**config.mk**
```make
export PLATFORM = sky130hd
export DESIGN_NAME = mario_motion
export DESIGN_NICKNAME = d
export VERILOG_FILES = /design/src/rtl/mario_motion.sv
export SDC_FILE = /design/constraint.sdc
export NUM_CORES = 1
export LEC_CHECK = 0
export BUFFER_PORTS_ARGS = -buffer_cell sky130_fd_sc_hd__buf_2
export CAP_MARGIN = 20
export CORE_ASPECT_RATIO = 1.75
export CORE_UTILIZATION = 45
export DETAILED_ROUTE_END_ITERATION = 8
export PLACE_DENSITY = 0.65
export SYNTH_ARGS = -nofsm -noshare
export SYNTH_HDL_FRONTEND = slang
export SYNTH_SLANG_ARGS = --single-unit
export TNS_END_PERCENT = 5
```
**constraint.sdc**
```tcl
create_clock -name frame_clk -period 6.9 [get_ports frame_clk]
set_input_delay 1.38 -clock frame_clk [delete_from_list [all_inputs] [get_ports frame_clk]]
set_output_delay 1.38 -clock frame_clk [all_outputs]
set_load 0.01 [all_outputs]
```
**src/rtl/mario_motion.sv**
```systemverilog
// Per-frame Mario position and jump controller.
// It turns a USB HID keycode into walking, a single-shot jump and gravity-driven falling.
module mario_motion #(
  parameter int X_Min      = 0,
  parameter int X_Max      = 639,
  parameter int Y_Min      = 0,
  parameter int Ground_Y   = 400,
  parameter int Start_X    = 100,
  parameter int Mario_Size = 15,
  parameter int Walk_Step  = 2,
  parameter int Jump_V     = 12,
  parameter int Gravity    = 1,
  parameter int Max_Fall   = 8
) (
  input  logic       frame_clk,
  input  logic       Reset,
  input  logic [7:0] keycode,
  output logic [9:0] MarioX,
  output logic [9:0] MarioY,
  output logic [9:0] MarioS,
  output logic [1:0] Mario_State,
  output logic       Facing_Left
);

  typedef enum logic [1:0] {
    ST_GROUND = 2'b00,
    ST_RISE   = 2'b01,
    ST_FALL   = 2'b10,
    ST_BAD    = 2'b11
  } state_t;

  // 11-bit working width keeps every clamp comparison free of wrap-around.
  localparam logic [10:0] C_X_LO   = 11'(X_Min + Mario_Size);
  localparam logic [10:0] C_X_HI   = 11'(X_Max - Mario_Size);
  localparam logic [10:0] C_Y_TOP  = 11'(Y_Min + Mario_Size);
  localparam logic [10:0] C_GROUND = 11'(Ground_Y);
  localparam logic [10:0] C_WALK   = 11'(Walk_Step);
  localparam logic [10:0] C_GRAV   = 11'(Gravity);
  localparam logic [10:0] C_MAXF   = 11'(Max_Fall);

  state_t      r_state, w_state_next;
  logic [9:0]  r_x, w_x_next;
  logic [9:0]  r_y, w_y_next;
  logic [4:0]  r_vy, w_vy_next;
  logic        r_facing, w_facing_next;
  logic        r_jump_prev;

  logic        w_left, w_right, w_jump, w_jump_edge;
  logic [10:0] w_x11, w_y11, w_vy11, w_vn11;

  assign w_left      = (keycode == 8'h04);
  assign w_right     = (keycode == 8'h07);
  assign w_jump      = (keycode == 8'h2C) || (keycode == 8'h1A);
  assign w_jump_edge = w_jump && !r_jump_prev;

  assign w_x11  = {1'b0, r_x};
  assign w_y11  = {1'b0, r_y};
  assign w_vy11 = {6'b0, r_vy};
  assign w_vn11 = (w_vy11 + C_GRAV > C_MAXF) ? C_MAXF : (w_vy11 + C_GRAV);

  // NOTE: every output of this block is given a default first, so no path can hold a value and infer a latch.
  always_comb begin
    w_x_next      = r_x;
    w_facing_next = r_facing;
    if (w_left) begin
      w_x_next      = (w_x11 < C_X_LO + C_WALK) ? C_X_LO[9:0] : (r_x - C_WALK[9:0]);
      w_facing_next = 1'b1;
    end else if (w_right) begin
      w_x_next      = (w_x11 + C_WALK > C_X_HI) ? C_X_HI[9:0] : (r_x + C_WALK[9:0]);
      w_facing_next = 1'b0;
    end
  end

  always_comb begin
    w_state_next = r_state;
    w_y_next     = r_y;
    w_vy_next    = r_vy;
    case (r_state)
      ST_GROUND: begin
        if (w_jump_edge) begin
          w_state_next = ST_RISE;
          w_vy_next    = 5'(Jump_V);
        end else begin
          w_vy_next = 5'd0;
          w_y_next  = C_GROUND[9:0];
        end
      end
      ST_RISE: begin
        // Ceiling test is written as Y < top + vy so it cannot underflow.
        if (w_y11 < C_Y_TOP + w_vy11) begin
          w_y_next     = C_Y_TOP[9:0];
          w_vy_next    = 5'd0;
          w_state_next = ST_FALL;
        end else begin
          w_y_next = r_y - {5'b0, r_vy};
          if (w_vy11 <= C_GRAV) begin
            w_vy_next    = 5'd0;
            w_state_next = ST_FALL;
          end else begin
            w_vy_next = r_vy - C_GRAV[4:0];
          end
        end
      end
      ST_FALL: begin
        if (w_y11 + w_vn11 >= C_GROUND) begin
          w_y_next     = C_GROUND[9:0];
          w_vy_next    = 5'd0;
          w_state_next = ST_GROUND;
        end else begin
          w_y_next  = r_y + {5'b0, w_vn11[4:0]};
          w_vy_next = w_vn11[4:0];
        end
      end
      default: begin
        w_vy_next    = 5'd0;
        w_state_next = ST_FALL;
      end
    endcase
  end

  // NOTE: state registers use non-blocking assignments so every register samples pre-edge values.
  always_ff @(posedge frame_clk or posedge Reset) begin
    if (Reset) begin
      r_state     <= ST_GROUND;
      r_x         <= 10'(Start_X);
      r_y         <= C_GROUND[9:0];
      r_vy        <= 5'd0;
      r_facing    <= 1'b0;
      r_jump_prev <= 1'b0;
    end else begin
      r_state     <= w_state_next;
      r_x         <= w_x_next;
      r_y         <= w_y_next;
      r_vy        <= w_vy_next;
      r_facing    <= w_facing_next;
      r_jump_prev <= w_jump;
    end
  end

  assign MarioX      = r_x;
  assign MarioY      = r_y;
  assign MarioS      = 10'(Mario_Size);
  assign Mario_State = r_state;
  assign Facing_Left = r_facing;

endmodule

```
### After elaboration in Yosys (flattened, before gate mapping)

Index checks and enable logic that the tools add are counted.

* bits in registers: 29
* bits in latches: 0
* bits in writable memories: 0
* ROM bits: 0
* input port bits: 10
* output and inout port bits: 33
* word-level logic and storage cells: 60
* memories kept: 0

* add/sub/neg operators: 9
* multipliers: 0
* divide/modulo/power cells: 0
* $lt $le $gt $ge: 6
* equal/unequal tests: 10
* shifts and indexed selects: 0
* multiplexer cells: 21
* bitwise operators: 0
* reduce and logical (&&, ||, !) cells: 8

Operator list (count)
* two-way mux 10 bit: 7
* one-hot mux 10 bit (3 select lines): 1
* == test 8 x 3 -> 1 bit, second input constant: 2
* two-way mux 5 bit: 3
* one-hot mux 5 bit (3 select lines): 1
* adder 10 x 2 -> 11 bit, second input constant: 1
* adder 10 x 6 -> 11 bit: 1
* >= comparator 11 x 9 -> 1 bit, second input constant: 1
* greater-than comparator 11 x 10 -> 1 bit, second input constant: 1
* greater-than comparator 11 x 4 -> 1 bit, second input constant: 1
* adder 10 x 2 -> 10 bit, second input constant: 1
* adder 10 x 5 -> 10 bit: 1
* less-than comparator 10 x 5 -> 1 bit, second input constant: 1
* less-than comparator 10 x 6 -> 1 bit: 1
* subtractor 10 x 2 -> 10 bit, second input constant: 1
* subtractor 10 x 5 -> 10 bit: 1
* == test 8 x 5 -> 1 bit, second input constant: 1
* == test 8 x 6 -> 1 bit, second input constant: 1
* two-way mux 2 bit: 4
* adder 4 x 5 -> 6 bit, first input constant: 1
* adder 5 x 1 -> 6 bit, second input constant: 1
* two-way mux 6 bit: 1
* inequality test 2 bit, second input constant: 3
* one-hot mux 2 bit (3 select lines): 1
* 15 further kinds: 16

### Depth between registers and ports, before layout

Gate-level depths: netlist of run 1.

* word-level depth: 7
* depth in mapped cells: 17
* gate-level depth less buffers: 16

### Worst setup path after synthesis of run 1

OpenSTA, ideal clock, no wires.

* kind: register -> register
* from: register r_vy[0]
* to: register r_y[2] (netlist: MarioY[2])
* setup time: 0.077 ns
* data arrival time: 3.518 ns
* data required time: 6.823 ns
* setup slack: 3.304 ns
* cell stages (with the launch flop): 17
* cells stage by stage: dfrtp_1 clkbuf_1 nand3_1 o21ai_0 o211ai_1 nor2_1 ha_1 inv_1 fa_1 nor2b_1 o2111ai_1 and3_1 o32a_1 a221oi_2 o31ai_1 or4_1 a21oi_1

* cells in the longest elaborated chain, start to end: 7
* elaborated cells on any way between the ends: 12
* those cells by class: add/sub: 5; order compare: 3; mux: 4

Ends and longest elaborated chain
* start: declaration: RTL line 44 `logic [4:0] r_vy, w_vy_next;`
* start signal: assignment: RTL line 134 `r_vy <= w_vy_next;`
* adder 5 x 1 -> 6 bit: RTL line 59 `assign w_vn11 = (w_vy11 + C_GRAV > C_MAXF) ? C_MAXF : (w_vy11 + C_GRAV);`
* greater-than comparator 11 x 4 -> 1 bit: RTL line 59
* two-way mux 6 bit: RTL line 59
* adder 10 x 6 -> 11 bit: RTL line 105 `if (w_y11 + w_vn11 >= C_GROUND) begin`
* >= comparator 11 x 9 -> 1 bit: RTL line 105
* two-way mux 10 bit: RTL line 105
* one-hot mux 10 bit (3 select lines) (*): RTL line 78 `case (r_state)`
* end signal: assignment: RTL line 126 `r_y <= C_GROUND[9:0];`
* end signal: assignment: RTL line 133 `r_y <= w_y_next;`
* end: declaration: RTL line 43 `logic [9:0] r_y, w_y_next;`

Mark *: on every way between the ends. The rest lies on a longest branch, timed or not.
A chain may end at the register's enable or synchronous reset.

### Final worst setup path of run 1

Ends and elaborated chain as after synthesis.

==> results of run 1 <==
==> per-stage QoR <==
stage / cell area (um^2) / hold slack (ns) / power, mW / util (%)
6_report: 3420 / 0.475 / 1.13 / 51.9
3_3_place_gp: 3280 / 0.457 / 0.899 / 49.8
2_1_floorplan: 3140 / 0.515 / 0.739 / -
5_1_grt: 3420 / 0.505 / 1.22 / 51.9
3_5_place_dp: 3280 / 0.465 / 0.906 / 49.8
4_1_cts: 3420 / 0.477 / 1.13 / 51.9
==> final timing paths <==
check	from	to	slack, ns	cells after the start
max	r_vy[0]	MarioY[2]	2.68	16
min	Facing_Left	Facing_Left	0.48	2
max reg2reg	r_vy[0]	MarioY[2]	2.68	16
min reg2reg	Facing_Left	Facing_Left	0.48	2
max in group asynchronous	Reset	MarioY[8]	5.41	3
min in group asynchronous	Reset	r_vy[0]	1.16	3
==> power by group <==
part | internal [mW] | total, mW | leakage (nW) | switching (mW)
Sequential | 0.211 | 0.285 | 0.369 | 0.0734
Clock | 0.132 | 0.215 | 0.0696 | 0.0829
Combinational | 0.262 | 0.634 | 1.10 | 0.371
==> cells in the final DEF (no fill, tap or decap), types with 4 or more instances in the layout <==
| cell | instances |
|---|---|
| sky130_fd_sc_hd__nand3_1 | 14 |
| sky130_fd_sc_hd__dfstp_2 | 6 |
| sky130_fd_sc_hd__nand2b_1 | 5 |
| sky130_fd_sc_hd__a21o_1 | 7 |
| sky130_fd_sc_hd__nor2_1 | 28 |
| sky130_fd_sc_hd__buf_2 | 32 |
| sky130_fd_sc_hd__xnor2_1 | 12 |
| sky130_fd_sc_hd__nand2_1 | 27 |
| sky130_fd_sc_hd__o22ai_1 | 7 |
| sky130_fd_sc_hd__nor3_1 | 17 |
| sky130_fd_sc_hd__conb_1 | 12 |
| sky130_fd_sc_hd__xor2_1 | 4 |
| sky130_fd_sc_hd__nor2b_1 | 6 |
| sky130_fd_sc_hd__a31oi_1 | 10 |
| sky130_fd_sc_hd__o31ai_1 | 8 |
| sky130_fd_sc_hd__inv_1 | 28 |
| sky130_fd_sc_hd__a21oi_1 | 20 |
| sky130_fd_sc_hd__clkbuf_16 | 5 |
| sky130_fd_sc_hd__nor3b_1 | 5 |
| sky130_fd_sc_hd__and3_1 | 9 |
| sky130_fd_sc_hd__buf_4 | 4 |
| sky130_fd_sc_hd__o211ai_1 | 5 |
| sky130_fd_sc_hd__ha_1 | 27 |
| sky130_fd_sc_hd__o21ai_0 | 25 |
| sky130_fd_sc_hd__dfrtp_1 | 23 |
| sky130_fd_sc_hd__or3_1 | 4 |
| sky130_fd_sc_hd__o21a_1 | 6 |
==> state kept, by name, summed over array words and instances, names as in the netlist <==
register     count
r_vy             5
Facing_Left      1
Mario_State      2
MarioX          10
r_jump_prev      1
MarioY          10
==> critical path: stages (launching register included) <==
cell	delay [ns]
sky130_fd_sc_hd__dfrtp_1	0.49
sky130_fd_sc_hd__ha_1	0.31
sky130_fd_sc_hd__o21ai_0	0.18
sky130_fd_sc_hd__o211ai_1	0.21
sky130_fd_sc_hd__nor2_1	0.17
sky130_fd_sc_hd__ha_1	0.20
sky130_fd_sc_hd__inv_1	0.06
sky130_fd_sc_hd__fa_1	0.39
sky130_fd_sc_hd__nor2b_1	0.26
sky130_fd_sc_hd__o2111ai_1	0.14
sky130_fd_sc_hd__and3_1	0.22
sky130_fd_sc_hd__o32a_1	0.30
sky130_fd_sc_hd__a221oi_2	0.27
sky130_fd_sc_hd__o31ai_1	0.12
sky130_fd_sc_hd__buf_4	0.20
sky130_fd_sc_hd__or4_1	0.47
sky130_fd_sc_hd__a21oi_1	0.15
==> cells by family (layout without fill, tap and decap cells) <==
kind of cell    Yosys count  after routing
buf+inv                  55             72
fa+ha+maj                29             29
xor+xnor                 16             16
flops                    29             29
mux                       2              2
simple gates            127            127
compound gates          132            132
other cells               2             12
==> area by class of cell <==
class,count,area share (%)
multi-input combinational,318,62.8
sequential,29,21.4
timing repair buffer,36,5.56
clock buffer,5,3.66
inverter,28,3.07
tap,82,3.00
clock inverter,3,0.512
==> per-layer routing <==
metal	wire (um)	vias to the layer above
met3	343	34
li1	-	1488
met2	4790	111
met4	542	0
met1	3100	1475
met5	0	-
==> reports/results.txt, run 1 <==
The finished layout holds 501 standard cells, fillers aside. After Yosys synthesis, XOR and XNOR cells account for 4.52% of the synthesized area. Entering global routing, the biggest net connects 30 pins. Counting the buffers created by CTS gives 5. The met3 track demand over resource in global routing is 2.77%. The highest-utilization routing layer at the global route stage was met2.

Setup repair after global routing left no endpoint under its margin. After layout, the worst path uses 61.1% of the clock period. The final net count was 457; the global routing usage on met1 was 26.2%. The async set-reset flop share out of synthesis works out to 100%. The number of warnings printed during yosys synthesis is 0, and the share of final-layout standard cells stronger than drive strength 1 is 14.1%. The HPWL after detailed placement is 6.82 mm, and the overall routed net length is 8.78 mm. After layout, the worst setup slack is 2.68 ns. Average detailed-routed wire length per instance: 17.5 um. The via count of the first global-routing pass was 2995.

The vias after detailed routing is 3108, and the fraction of synthesized cell area taken by the top area cell type is 18.6%. The type of the tightest min-delay check is register to register. Yosys mapped a number of flops with a built-in enable equal to 0. At the end of routability-driven placement, the weighted congestion stood at 0.943. The tool flagged a number of max-cap violations equal to 0. Once the floorplan was initialized, standard cells occupied 47.0% of the core. In this run the remaining antenna-violating nets after routing total 0. In the final layout, flip-flops and latches occupy 733 um^2.

The synthesized netlist devotes 29.7% of its cell area to compound gates. In this run the tightest slew margin relative to its limit is 38.2%. The die area is 7230 um^2. The clock-pin slew on the worst setup and hold paths is 0.05 ns.

For this design the static power due to leakage is 1.54 nW. Power spread over the standard cell area amounts to 331 nW/um^2. TritonCTS built the clock tree. The H-tree depth came out at 2. Counting instances in the post-synthesis netlist gives the leading cell types as sky130_fd_sc_hd__inv_1 (28), sky130_fd_sc_hd__nor2_1 (28), sky130_fd_sc_hd__ha_1 (27), sky130_fd_sc_hd__nand2_1 (27), sky130_fd_sc_hd__o21ai_0 (25). Prior to clock tree synthesis, the placed netlist has a worst setup slack of 2.75 ns. The area overhead of the layout relative to synthesis works out to 10.5%.

The launching element type of the critical path was a register. The run finished with clean final reports. The count of inserted antenna diode cells was 0. At the worst endpoint, the arrival time is 4.43 ns. Data on the critical path is required at its endpoint by 7.11 ns. The clock drives 29 sinks. In this run, the number of DRC markers left after iteration 0 of detailed routing was 178. The main combinational cell family by area after synthesis was compound AO/OA/AOI/OAI gates. The logs give 0 for the max-slew violation count and 23.7% for the share of the yosys chip area belonging to registers. From bottom edge to top edge, the die measures 112 um.

In this run the mean area of a mapped cell was 7.90 um^2. The classification of the worst setup path was register to register. After floorplanning, the core was sized to cover 6590 um^2. The synthesized netlist occupies a cell area of 3100 um^2.

During placement, the flow inserted port buffers numbering 32. Once the clock tree was built, the resizer swapped 0 gates to a different size. After filler insertion, the fill cell instance count of the layout stands at 651. The synthesized netlist contains 68 unique library cells. The worst clock skew on the final layout is 0.00465 ns. The tools report the DRC violation count after routing as 0. Summing the areas of all fa, ha and maj instances in the mapped netlist gives 12.2% of the synthesized area. After technology mapping, the gate count stands at 392. Sorting the synthesized cells by area gives the leading types as sky130_fd_sc_hd__dfrtp_1 (19%), sky130_fd_sc_hd__ha_1 (11%), sky130_fd_sc_hd__dfstp_2 (5.1%), sky130_fd_sc_hd__o21ai_0 (4.0%), sky130_fd_sc_hd__inv_1 (3.4%).

At the later pin of the worst-skew pair, clock insertion delay measures 0.28 ns. The number of search-and-repair iterations in the first detailed-routing pass is 4. The simple-gate share of the synthesized area was 20.8%; the final critical delay including setup and external delays was 4.22 ns. The final-layout setup total negative slack is 0 ns. Across every metal layer, demand over resource in global routing totals 25.7%. The flop and latch count out of synthesis was 29.

The most used flip-flop cell after synthesis is sky130_fd_sc_hd__dfrtp_1. The slew at the pin closest to its max-slew limit is 0.920 ns. Summed over all layers, the global routing overflow is 0. For met2 alone, demand over resource in global routing was 46.3%. Measured along the x axis, the die boundary spans 64.7 um. In this run, post-CTS hold repair placed 0 buffers. The cell at the root of the clock tree was sky130_fd_sc_hd__clkbuf_16. In this run the worst path has a maximum fanout of 13. Cell type with the highest aggregate area in the netlist: sky130_fd_sc_hd__dfrtp_1. The worst setup path is captured at a register.

Static timing analysis puts the maximum clock frequency at 0.237 GHz. Using the TritonRoute via totals, the vias-per-cell ratio works out to 6.20. The hold violation total from the final report was 0. Pin placement for this block handled 43 I/O pins.

The logs give 2150 um^2 for the area taken by multi-input logic gates and 0 for the total setup violations reported at the end of the flow. The run gives 2 as the deepest clock path buffer count. The initial antenna violation count is 0, and the placement row count is 39.

The wire length of the first global-routing pass was 14.4 mm. The worst voltage drop across the vdd grid was 194 uV; the number of setup buffers added after CTS was 0. The total instance count after detailed placement was 493; the post-synthesis mux area share was 0.687%.
Note: power is estimated with default switching activity, not from simulation.
==> run 2: changes to the inputs <==
==> constraint.sdc (replaced) <==
create_clock -name frame_clk -period 4.42 [get_ports frame_clk]
set_input_delay 0.884 -clock frame_clk [delete_from_list [all_inputs] [get_ports frame_clk]]
set_output_delay 0.884 -clock frame_clk [all_outputs]
set_load 0.01 [all_outputs]
==> run 2 against run 1 <==
Clock skew is essentially flat. Cell count did not move. Register-to-register slack got worse by 2.4 ns. Utilization grew 0.28 points. Sequential cell count stayed put. Count of clock-buffer cells in the layout grew 2. Hold slack better by 0.0094 ns. Sequential share of layout area down 0.081 points. Critical endpoint unchanged. Largest power group unchanged.
==> reports/results.txt, run 2 (synthesis gave the netlist of run 1 again) <==
For the total setup violations reported at the end of the flow, the log shows 0 (unchanged). The fill cell total of the finished layout was 674 (+3.5%). For the relative max-transition margin, the log shows 34.5% (-3.6 points). The tools report the deepest clock path buffer count as 2 (unchanged). The cell at the root of the clock tree was sky130_fd_sc_hd__clkbuf_16. The share of final-layout standard cells stronger than drive strength 1 came out at 14.6% (+0.48 points). For the fmax, the log shows 0.244 GHz (+2.8%). Core area: 6590 um^2 (unchanged). The final estimated routing congestion in global placement was 0.977 (+3.6%); the starting utilization of the core area was 47.0% (unchanged).

The clock latency reported for the late side of the worst-skew pair is 0.28 ns (about the same). The run gives 9.05 mm (+3.1%) as the overall routed net length. The critical path buffer and inverter count came out at 1 (-1).

The share of the clock period used by the worst path after layout works out to 92.8% (+32 points). The largest fanout of any net on the critical path is 11 (-2). The largest net degree at the start of global routing was 30 (unchanged); the wire length of the first global-routing pass was 14.9 mm (+3.3%). For the HPWL after detailed placement, the log shows 7.00 mm (+2.6%).

The logs give 211 (+19%) for the starting DRC count in detailed routing and 0.326 ns (-2.42 ns) for the worst slack after detailed placement. The average vias per placed instance came out at 6.32 (+1.9%). Setup repair after global routing left no endpoint under its margin.

Die area: 7230 um^2 (unchanged). TritonCTS built the clock tree. Max-slew violation count: 0 (unchanged). The total I/O pin count was 43 (unchanged). The slew at the pin closest to its max-slew limit was 0.974 ns (+0.0539 ns); the final critical delay including setup and external delays was 4.10 ns (-0.116 ns). The library cell used most frequently in the layout, excluding fill and tap cells, is sky130_fd_sc_hd__buf_2. The category of cells accounting for the largest share of critical-path delay is compound AO/OA/AOI/OAI gates. The number of port buffers came out at 32 (unchanged). Kind of capture point of the worst setup path: a register. The die span in y was 112 um (unchanged). The tools report the number of search-and-repair iterations in the first detailed-routing pass as 5 (+1). The tools report the number of setup buffers added after CTS as 0 (unchanged).

The via count of the first global-routing pass is 3036 (+1.4%), and the H-tree depth is 2 (unchanged). The tools report the global-route total usage across every layer as 26.6% (+0.85 points). The run gives 39 (unchanged) as the placement row count. In the layout the commonest cells are sky130_fd_sc_hd__buf_2 (32), sky130_fd_sc_hd__inv_1 (28), sky130_fd_sc_hd__nor2_1 (28), sky130_fd_sc_hd__nand2_1 (27), sky130_fd_sc_hd__ha_1 (27).

For the initial antenna violation count, the log shows 0 (unchanged). The logs give 4.29 ns (-0.14 ns) for the critical path arrival and 215 uV (+11%) for the worst voltage drop across the vdd grid. Counting stages on the worst path, the most repeated cell is sky130_fd_sc_hd__ha_1. Among all stages on the critical path, the largest delay is contributed by sky130_fd_sc_hd__or4_1. For the hold violation total from the final report, the log shows 0 (unchanged).

For the number of maximum-capacitance constraint violations, the log shows 0 (unchanged). The run finished with clean final reports. The worst stage delay on the critical path came out at 0.49 ns (about the same).

The average detailed-routed wire length per instance was 18.1 um (+3.1%); the clock-pin slew on the worst setup and hold paths was 0.05 ns (about the same). For the number of clock buffers inserted by TritonCTS, the log shows 5 (unchanged). The total power divided by cell area works out to 526 nW/um^2 (+59%). The DRC violation count after routing came out at 0 (unchanged). Remaining antenna violation count: 0 (unchanged). For the count of inserted antenna diode cells, the log shows 0 (unchanged).

The reg-to-reg setup timing slack came out at 0.32 ns (-2.36 ns). The launching element type of the critical path is a register. The run gives 0 (unchanged) as the quantity of gates resized following cts. The number of sinks driven by the clock tree was 29 (unchanged); the setup slack after layout was 0.320 ns (-2.36 ns).

Critical path required time: 4.61 ns (-2.50 ns). Classification of the worst setup path: register to register. For the leakage power figure, the log shows 1.55 nW (+0.59%). The vias after detailed routing came out at 3168 (+1.9%). Traced cell by cell, the critical path runs through ha_1 -> o21ai_0 -> o211ai_1 -> nor2_1 -> ha_1 -> inv_1 -> fa_1 -> nor2b_2 -> o2111ai_1 -> and3_1 -> o32a_1 -> a221oi_2 -> o31ai_1 -> or4_1 -> a21oi_1. The chip width was 64.7 um (unchanged); the total overflow reported by the global router was 0 (unchanged). The tools report the final-layout setup total negative slack as 0 ns (unchanged).

The cts-stage hold buffer count is 0 (unchanged), and the final net count is 457 (unchanged). The run gives 0.00495 ns (+0.000306 ns) as the worst clock skew on the final layout. The tightest min-delay check is of the register to register type.

Compared with the post-synthesis result, the final layout area differs by 11.1%.
## run 2: path summary, 6_finish.rpt
check                              endpoint  cells past startpoint   startpoint
worst max-delay path              MarioY[2]                     15      r_vy[0]
worst min-delay path            Facing_Left                      2  Facing_Left
worst max register to register    MarioY[2]                     15      r_vy[0]
worst min register to register  Facing_Left                      2  Facing_Left
max in group asynchronous         MarioY[8]                      3        Reset
min in group asynchronous           r_vy[1]                      3        Reset
## run 2: worst min-delay path, delay by kind of cell, from the launching register on
| kind | cells | cell delay, ns |
|---|---|---|
| flops | 1 | 0.35 |
| simple gates | 2 | 0.10 |
## run 2: power by group
part           switching, mW  internal [mW]  leakage (nW)
registers              0.118          0.331         0.367
clock network          0.125          0.238        0.0799
logic                  0.590          0.408          1.10
total                  0.833          0.977          1.55
## run 2: area by class of cell
cell class / count / area [um^2] / share of cell area (%)
multi-input combinational: 318 / 2150 / 62.5
sequential: 29 / 734 / 21.3
timing repair buffer: 36 / 190 / 5.53
clock buffer: 7 / 153 / 4.44
inverter: 28 / 105 / 3.05
tap: 82 / 103 / 2.98
clock inverter: 1 / 5.00 / 0.145
## run 2: through the flow
stage | cell area [um^2] | instances | util [%] | power [mW] | hold slack, ns
after global placement | 3280 | 493 | 49.8 | 1.41 | 0.456
after global routing | 3440 | 501 | 52.2 | 1.94 | 0.526
after detailed placement | 3280 | 493 | 49.8 | 1.42 | 0.474
final | 3440 | 501 | 52.2 | 1.81 | 0.485
after floorplan | 3140 | 402 | - | 1.15 | 0.515
after CTS | 3440 | 501 | 52.2 | 1.79 | 0.486
## run 2: per-layer routing
| layer | share of wire [%] | GRT usage (%) | vias up | wire, um |
|---|---|---|---|---|
| met2 | 56 | 49.2 | 131 | 5080 |
| met4 | 4.6 | 15.7 | 0 | 415 |
| met1 | 36 | 27.4 | 1527 | 3220 |
| li1 | - | - | 1482 | - |
| met3 | 3.7 | 3.18 | 28 | 335 |
| met5 | 0 | 0 | - | 0 |
